--- src/rtl/mem_stage_pkg.sv ---
// Shared memory-op codes, FSM encoding, byte-lane masks and the pipeline register layout for mem_stage.
package mem_stage_pkg;

    localparam logic [3:0] MEM_OP_NONE = 4'd0;
    localparam logic [3:0] MEM_OP_LB   = 4'd1;
    localparam logic [3:0] MEM_OP_LBU  = 4'd2;
    localparam logic [3:0] MEM_OP_LH   = 4'd3;
    localparam logic [3:0] MEM_OP_LHU  = 4'd4;
    localparam logic [3:0] MEM_OP_LW   = 4'd5;
    localparam logic [3:0] MEM_OP_SB   = 4'd6;
    localparam logic [3:0] MEM_OP_SH   = 4'd7;
    localparam logic [3:0] MEM_OP_SW   = 4'd8;

    localparam logic [3:0] SEL_BYTE_HI = 4'b1000;
    localparam logic [3:0] SEL_HALF_HI = 4'b1100;
    localparam logic [3:0] SEL_HALF_LO = 4'b0011;
    localparam logic [3:0] SEL_WORD    = 4'b1111;

    typedef enum logic {ST_IDLE, ST_REQ} state_t;

    typedef struct packed {
        logic        valid;
        logic        wreg;
        logic [4:0]  waddr;
        logic [31:0] wdata;
        logic        we_hilo;
        logic [31:0] hi;
        logic [31:0] lo;
        logic [3:0]  op;
        logic [31:0] addr;
        logic [31:0] sdata;
    } pipe_t;

    function automatic logic is_load(input logic [3:0] op);
        return (op >= MEM_OP_LB) && (op <= MEM_OP_LW);
    endfunction

    function automatic logic is_store(input logic [3:0] op);
        return (op >= MEM_OP_SB) && (op <= MEM_OP_SW);
    endfunction

    // Halfword ops need addr[0]==0, word ops need addr[1:0]==0; bytes are always aligned.
    function automatic logic misaligned(input logic [3:0] op, input logic [1:0] a);
        return (((op == MEM_OP_LH) || (op == MEM_OP_LHU) || (op == MEM_OP_SH)) && a[0]) ||
               (((op == MEM_OP_LW) || (op == MEM_OP_SW)) && (a != 2'b00));
    endfunction

endpackage

--- src/rtl/mem_stage_align.sv ---
// Big-endian lane handling: load byte/half extraction with sign/zero extension, store enables and replication.
module mem_stage_align
    import mem_stage_pkg::*;
(
    input  logic [3:0]  op,
    input  logic [1:0]  addr_lo,
    input  logic [31:0] rdata,
    input  logic [31:0] sdata,
    output logic [31:0] ldata,
    output logic [3:0]  sel,
    output logic [31:0] wdata
);
    logic [7:0]  lbyte;
    logic [15:0] lhalf;

    always_comb begin
        lbyte = 8'h00;
        case (addr_lo)
            2'd0:    lbyte = rdata[31:24];
            2'd1:    lbyte = rdata[23:16];
            2'd2:    lbyte = rdata[15:8];
            default: lbyte = rdata[7:0];
        endcase
        lhalf = addr_lo[1] ? rdata[15:0] : rdata[31:16];

        ldata = rdata;
        case (op)
            MEM_OP_LB:  ldata = {{24{lbyte[7]}}, lbyte};
            MEM_OP_LBU: ldata = {24'h000000, lbyte};
            MEM_OP_LH:  ldata = {{16{lhalf[15]}}, lhalf};
            MEM_OP_LHU: ldata = {16'h0000, lhalf};
            default:    ldata = rdata;
        endcase

        sel   = 4'b0000;
        wdata = 32'h0;
        case (op)
            MEM_OP_SB: begin
                sel   = SEL_BYTE_HI >> addr_lo;
                wdata = {4{sdata[7:0]}};
            end
            MEM_OP_SH: begin
                sel   = addr_lo[1] ? SEL_HALF_LO : SEL_HALF_HI;
                wdata = {2{sdata[15:0]}};
            end
            MEM_OP_SW: begin
                sel   = SEL_WORD;
                wdata = sdata;
            end
            default: ;
        endcase
    end
endmodule

--- src/rtl/mem_stage.sv ---
// EX/MEM pipeline register and data-memory access stage; stalls the pipe while a bus access is outstanding.
module mem_stage
    import mem_stage_pkg::*;
#(
    parameter int TIMEOUT = 16
) (
    input  logic        clk,
    input  logic        rst,
    input  logic        flush,
    input  logic        ex_valid,
    input  logic        ex_o_wreg,
    input  logic [4:0]  ex_o_waddr,
    input  logic [31:0] ex_o_wdata,
    input  logic        ex_o_we_hilo,
    input  logic [31:0] ex_o_wdata_hi,
    input  logic [31:0] ex_o_wdata_lo,
    input  logic [3:0]  ex_mem_op,
    input  logic [31:0] ex_mem_addr,
    input  logic [31:0] ex_mem_sdata,
    output logic        stall_o,
    output logic        mem_o_wreg,
    output logic [4:0]  mem_o_waddr,
    output logic [31:0] mem_o_wdata,
    output logic        mem_o_we_hilo,
    output logic [31:0] mem_o_wdata_hi,
    output logic [31:0] mem_o_wdata_lo,
    output logic        addr_err,
    output logic        bus_err,
    output logic        dbus_req,
    output logic        dbus_we,
    output logic [31:0] dbus_addr,
    output logic [3:0]  dbus_sel,
    output logic [31:0] dbus_wdata,
    input  logic        dbus_ack,
    input  logic [31:0] dbus_rdata
);
    localparam int CW = $clog2(TIMEOUT);

    pipe_t          r;
    state_t         state;
    logic [CW-1:0]  cnt;

    logic        in_req, ack_cycle, timeout_hit, r_load, r_store, err, ex_starts_req;
    logic [31:0] ldata, al_wdata;
    logic [3:0]  al_sel;

    mem_stage_align u_align (
        .op      (r.op),
        .addr_lo (r.addr[1:0]),
        .rdata   (dbus_rdata),
        .sdata   (r.sdata),
        .ldata   (ldata),
        .sel     (al_sel),
        .wdata   (al_wdata)
    );

    always_comb begin
        in_req        = (state == ST_REQ);
        ack_cycle     = in_req && dbus_ack;
        timeout_hit   = in_req && !dbus_ack && (cnt == CW'(TIMEOUT - 1));
        stall_o       = in_req && !dbus_ack && !timeout_hit;
        r_load        = is_load(r.op);
        r_store       = is_store(r.op);
        addr_err      = r.valid && (r_load || r_store) && misaligned(r.op, r.addr[1:0]);
        bus_err       = timeout_hit;
        err           = addr_err || bus_err;
        ex_starts_req = ex_valid && !flush && (is_load(ex_mem_op) || is_store(ex_mem_op)) &&
                        !misaligned(ex_mem_op, ex_mem_addr[1:0]);

        // Loads only retire in their ack cycle; a stalled stage hands a bubble to writeback.
        mem_o_wreg     = r.valid && r.wreg && !r_store && (!r_load || ack_cycle) && !err && !stall_o;
        mem_o_we_hilo  = r.valid && r.we_hilo && (!r_load || ack_cycle) && !err && !stall_o;
        mem_o_waddr    = r.waddr;
        mem_o_wdata    = (r_load && ack_cycle) ? ldata : r.wdata;
        mem_o_wdata_hi = r.hi;
        mem_o_wdata_lo = r.lo;

        dbus_req   = in_req;
        dbus_we    = in_req && r_store;
        dbus_addr  = in_req ? {r.addr[31:2], 2'b00} : 32'h0;
        dbus_sel   = in_req ? (r_load ? SEL_WORD : al_sel) : 4'b0000;
        dbus_wdata = in_req ? al_wdata : 32'h0;
    end

    always_ff @(posedge clk) begin
        if (rst) begin
            r     <= '0;
            state <= ST_IDLE;
            cnt   <= '0;
        end else if (!stall_o || flush) begin
            r.valid   <= ex_valid && !flush;
            r.wreg    <= ex_o_wreg;
            r.waddr   <= ex_o_waddr;
            r.wdata   <= ex_o_wdata;
            r.we_hilo <= ex_o_we_hilo;
            r.hi      <= ex_o_wdata_hi;
            r.lo      <= ex_o_wdata_lo;
            r.op      <= ex_mem_op;
            r.addr    <= ex_mem_addr;
            r.sdata   <= ex_mem_sdata;
            state     <= ex_starts_req ? ST_REQ : ST_IDLE;
            cnt       <= '0;
        end else begin
            cnt <= cnt + 1'b1;
        end
    end
endmodule
--- config.mk ---
export PLATFORM = sky130hd
export DESIGN_NAME = mem_stage
export DESIGN_NICKNAME = d
export VERILOG_FILES = /design/src/rtl/mem_stage_pkg.sv /design/src/rtl/mem_stage_align.sv /design/src/rtl/mem_stage.sv
export SDC_FILE = /design/constraint.sdc
export NUM_CORES = 1
export LEC_CHECK = 0
export CAP_MARGIN = 20
export CORE_MARGIN = 2
export CORE_UTILIZATION = 43
export CTS_CLUSTER_DIAMETER = 120
export DETAILED_ROUTE_END_ITERATION = 10
export PLACE_DENSITY = 0.91
export SYNTH_ARGS = -nofsm -noshare
export SYNTH_HDL_FRONTEND = slang
export SYNTH_SLANG_ARGS = --single-unit
--- constraint.sdc ---
create_clock -name clk -period 3.3 [get_ports clk]
set_clock_uncertainty 0.15 [all_clocks]
set_input_delay 0.99 -clock clk [delete_from_list [all_inputs] [get_ports clk]]
set_output_delay 0.99 -clock clk [all_outputs]
set_load 0.01 [all_outputs]
==> metrics <==
Avg Cell Area, Syn=~7.6 sq um; Final ANT Viol Nets=0; failing checks=setup timing; post-synthesis sequential area ratio=between 30% and 40%; pwr/cell area=about 390 nW/um^2; Crit. End Element=output port; Netlist cell types=52; Peak Freq=~0.28 GHz; post-DR wirelength/cell=17.8 um; top post-synthesis cells by count=nand2_1 (399), a21oi_1 (179), dfxtp_1 (177); area of the multi-input gates=between 4000 and 5000 sq um; vias per cell=between 5 and 6; Crit Path Category=input port to output port; Die ar.=21800 sq um; initial antenna violation count=5; # DRC=0; nets=between 1500 and 2000; most frequent CP cell=buf_8; Pleak=5.67 nW; Die H=148 um; final-report hold violation count=0; Post-synth ARST share=0%; dpl cells=roughly 1700; CTS Root Cell=clkbuf_16; post-synth top area cell=dfxtp_1; top-count cell post-synth=nand2_1; Final Non-Filler Cells=about 1800; max_slew headroom=between 40% and 50%; period utilisation layout=108%; Setup crit start kind=input port; Post-Syn Area=8870 sq um; status=finished with violations; worst hold path type=flop to flop; Clk Latency, worst-skew pair=between 400 and 500 ps; Slowest cell on crit path=mux4_2; via count of the first global-routing pass=9124; Worst Path Required=about 2200 ps; die width=approximately 150 um; worst path cell trace=buf_8, mux4_2, nand3_4, and3_4, buf_12, buf_8, a21oi_4, buf_6; Mapped Cells=1169; Seq cells post-synth=177; initial drt markers=around 620; Post-synth EDFFs=0; CTS Sinks=between 150 and 200; Core Footprint=around 20000 sq um; max-cap violations=0; largest net degree at the start of global routing=101; first-pass GRT wire length=47300 um; pre-CTS setup slack=-946 ps; Detail Placement HPWL=around 22000 um; CTS tree=built; endpoints failing setup=26; hold_ws=about 300 ps; Max VDD drop=0.316 mV; GRT overflow=0; htree depth=4; Filler Cell Count=~1600; CTS Buf Count=17; GP Congestion=between 1 and 1.5; num ports=approximately 380; Top FF cell, synth=dfxtp_1; clock transition at the registers of the reported paths=roughly 70 ps; Area Growth Syn to Fin=51.7%; placed inst area=12800 sq um; final core occ=about two thirds; share of cells above drive strength 1=between 10% and 20%; top cell type's share of synthesized area=about 40%; worst path arrival time=about 2400 ps; Reg area=roughly 3600 sq um; worst slew pin tran=around 760 ps; RSZ-0062 raised after global routing=true; Sum Neg Setup Slack=-4430 ps; Design Power=~5.2 mW; detailed-routing iteration count for the pre-antenna-repair pass=5; Initial Util=between 40% and 50%; min Tclk post-route=approximately 3600 ps; Port Buf Inserts=around 380; cell area after layout=~13000 sq um; final WL=31800 um; final-report max-slew violation count=0; slowest stage delay, CP=approximately 530 ps; via count=about 9400; Worst Path Max Fanout=8; Yosys warnings=0; setup ws final=-261 ps; overall global routing resource usage=between 20% and 30%; largest cells by area after synthesis=dfxtp_1 (40%), nand2_1 (17%), a21oi_1 (10%); Cell Rows=52; Clock Path Buffers=2
## power by group
group | leakage [nW] | switching (mW) | internal [mW]
clock network | 0.255 | 0.923 | 0.995
registers | 1.48 | 0.0811 | 2.25
logic | 3.94 | 0.411 | 0.537
## sequential cells by signal, indices dropped and copies added, names as in the netlist
| register | flops |
|---|---|
| mem_o_wdata_hi | 32 |
| r | 103 |
| cnt | 4 |
| dbus_req | 1 |
| mem_o_waddr | 5 |
| mem_o_wdata_lo | 32 |
## cell families after synthesis
group | after synthesis | synth area share [%]
simple gates | 517 | 25.3
compound gates | 271 | 18.4
flops | 177 | 39.9
buf+inv | 172 | 11.4
mux | 27 | 4.40
xor+xnor | 3 | 0.296
fa+ha+maj | 1 | 0.141
other cells | 1 | 0.0423
## critical path: cells and delay by family
family,cells,cell delay [ps]
buffers and inverters,4,490
AND/OR/NAND/NOR,2,360
AO/OA/AOI/OAI,1,50
multiplexers,1,530
## cell type report
class | instances | share of cell area, %
timing repair buffer | 469 | 32.9
antenna | 3 | 0.0558
inverter | 10 | 0.279
clock inverter | 13 | 0.874
sequential | 177 | 26.4
clock buffer | 19 | 3.22
tap | 270 | 2.51
multi-input combinational | 821 | 33.7
## what timing repair did
action	CTS	global route
hold buffers	0	0
gates resized for setup	306	79
pin swaps	22	23
setup endpoints to repair	74	41
buffers inserted	15	8
## placed cells by master, fill, tap and decap left out, types with 8 or more instances in the layout
cell type        instances
buf_4                   58
a21boi_0                16
clkdlybuf4s50_1        273
a21oi_4                 10
mux4_2                   8
o21ai_0                 17
dfxtp_1                171
nor2_1                  23
nand2_1                399
a21oi_1                173
a22oi_1                  8
buf_2                   29
mux2_2                  16
and2_1                  41
buf_6                   28
nor2b_1                 11
clkbuf_16               17
dlygate4sd2_1           35
buf_12                  13
inv_1                   10
clkbuf_2                23
## worst paths after layout
kind / start / end / slack, ps / depth (start not counted)
setup / recovery: dbus_rdata[7] / mem_o_wdata[29] / -260 / 8
setup reg to reg: dbus_req$_SDFFE_PP0P_ / r[42]$_SDFFE_PP0P_ / 1270 / 7
hold reg to reg: r[52]$_SDFFE_PP0P_ / r[52]$_SDFFE_PP0P_ / 300 / 2
hold / removal: r[52]$_SDFFE_PP0P_ / r[52]$_SDFFE_PP0P_ / 300 / 2
## metal layers
metal  up-vias  global-route usage [%]  wire, um
li1       4440                       -         -
met1      4383                    30.5     11900
met2       478                    47.6     15600
met3       105                    8.09      2830
met4         4                    11.9      1370
met5         -                       0        30
No activity file was read; power rests on OpenSTA's default activity.
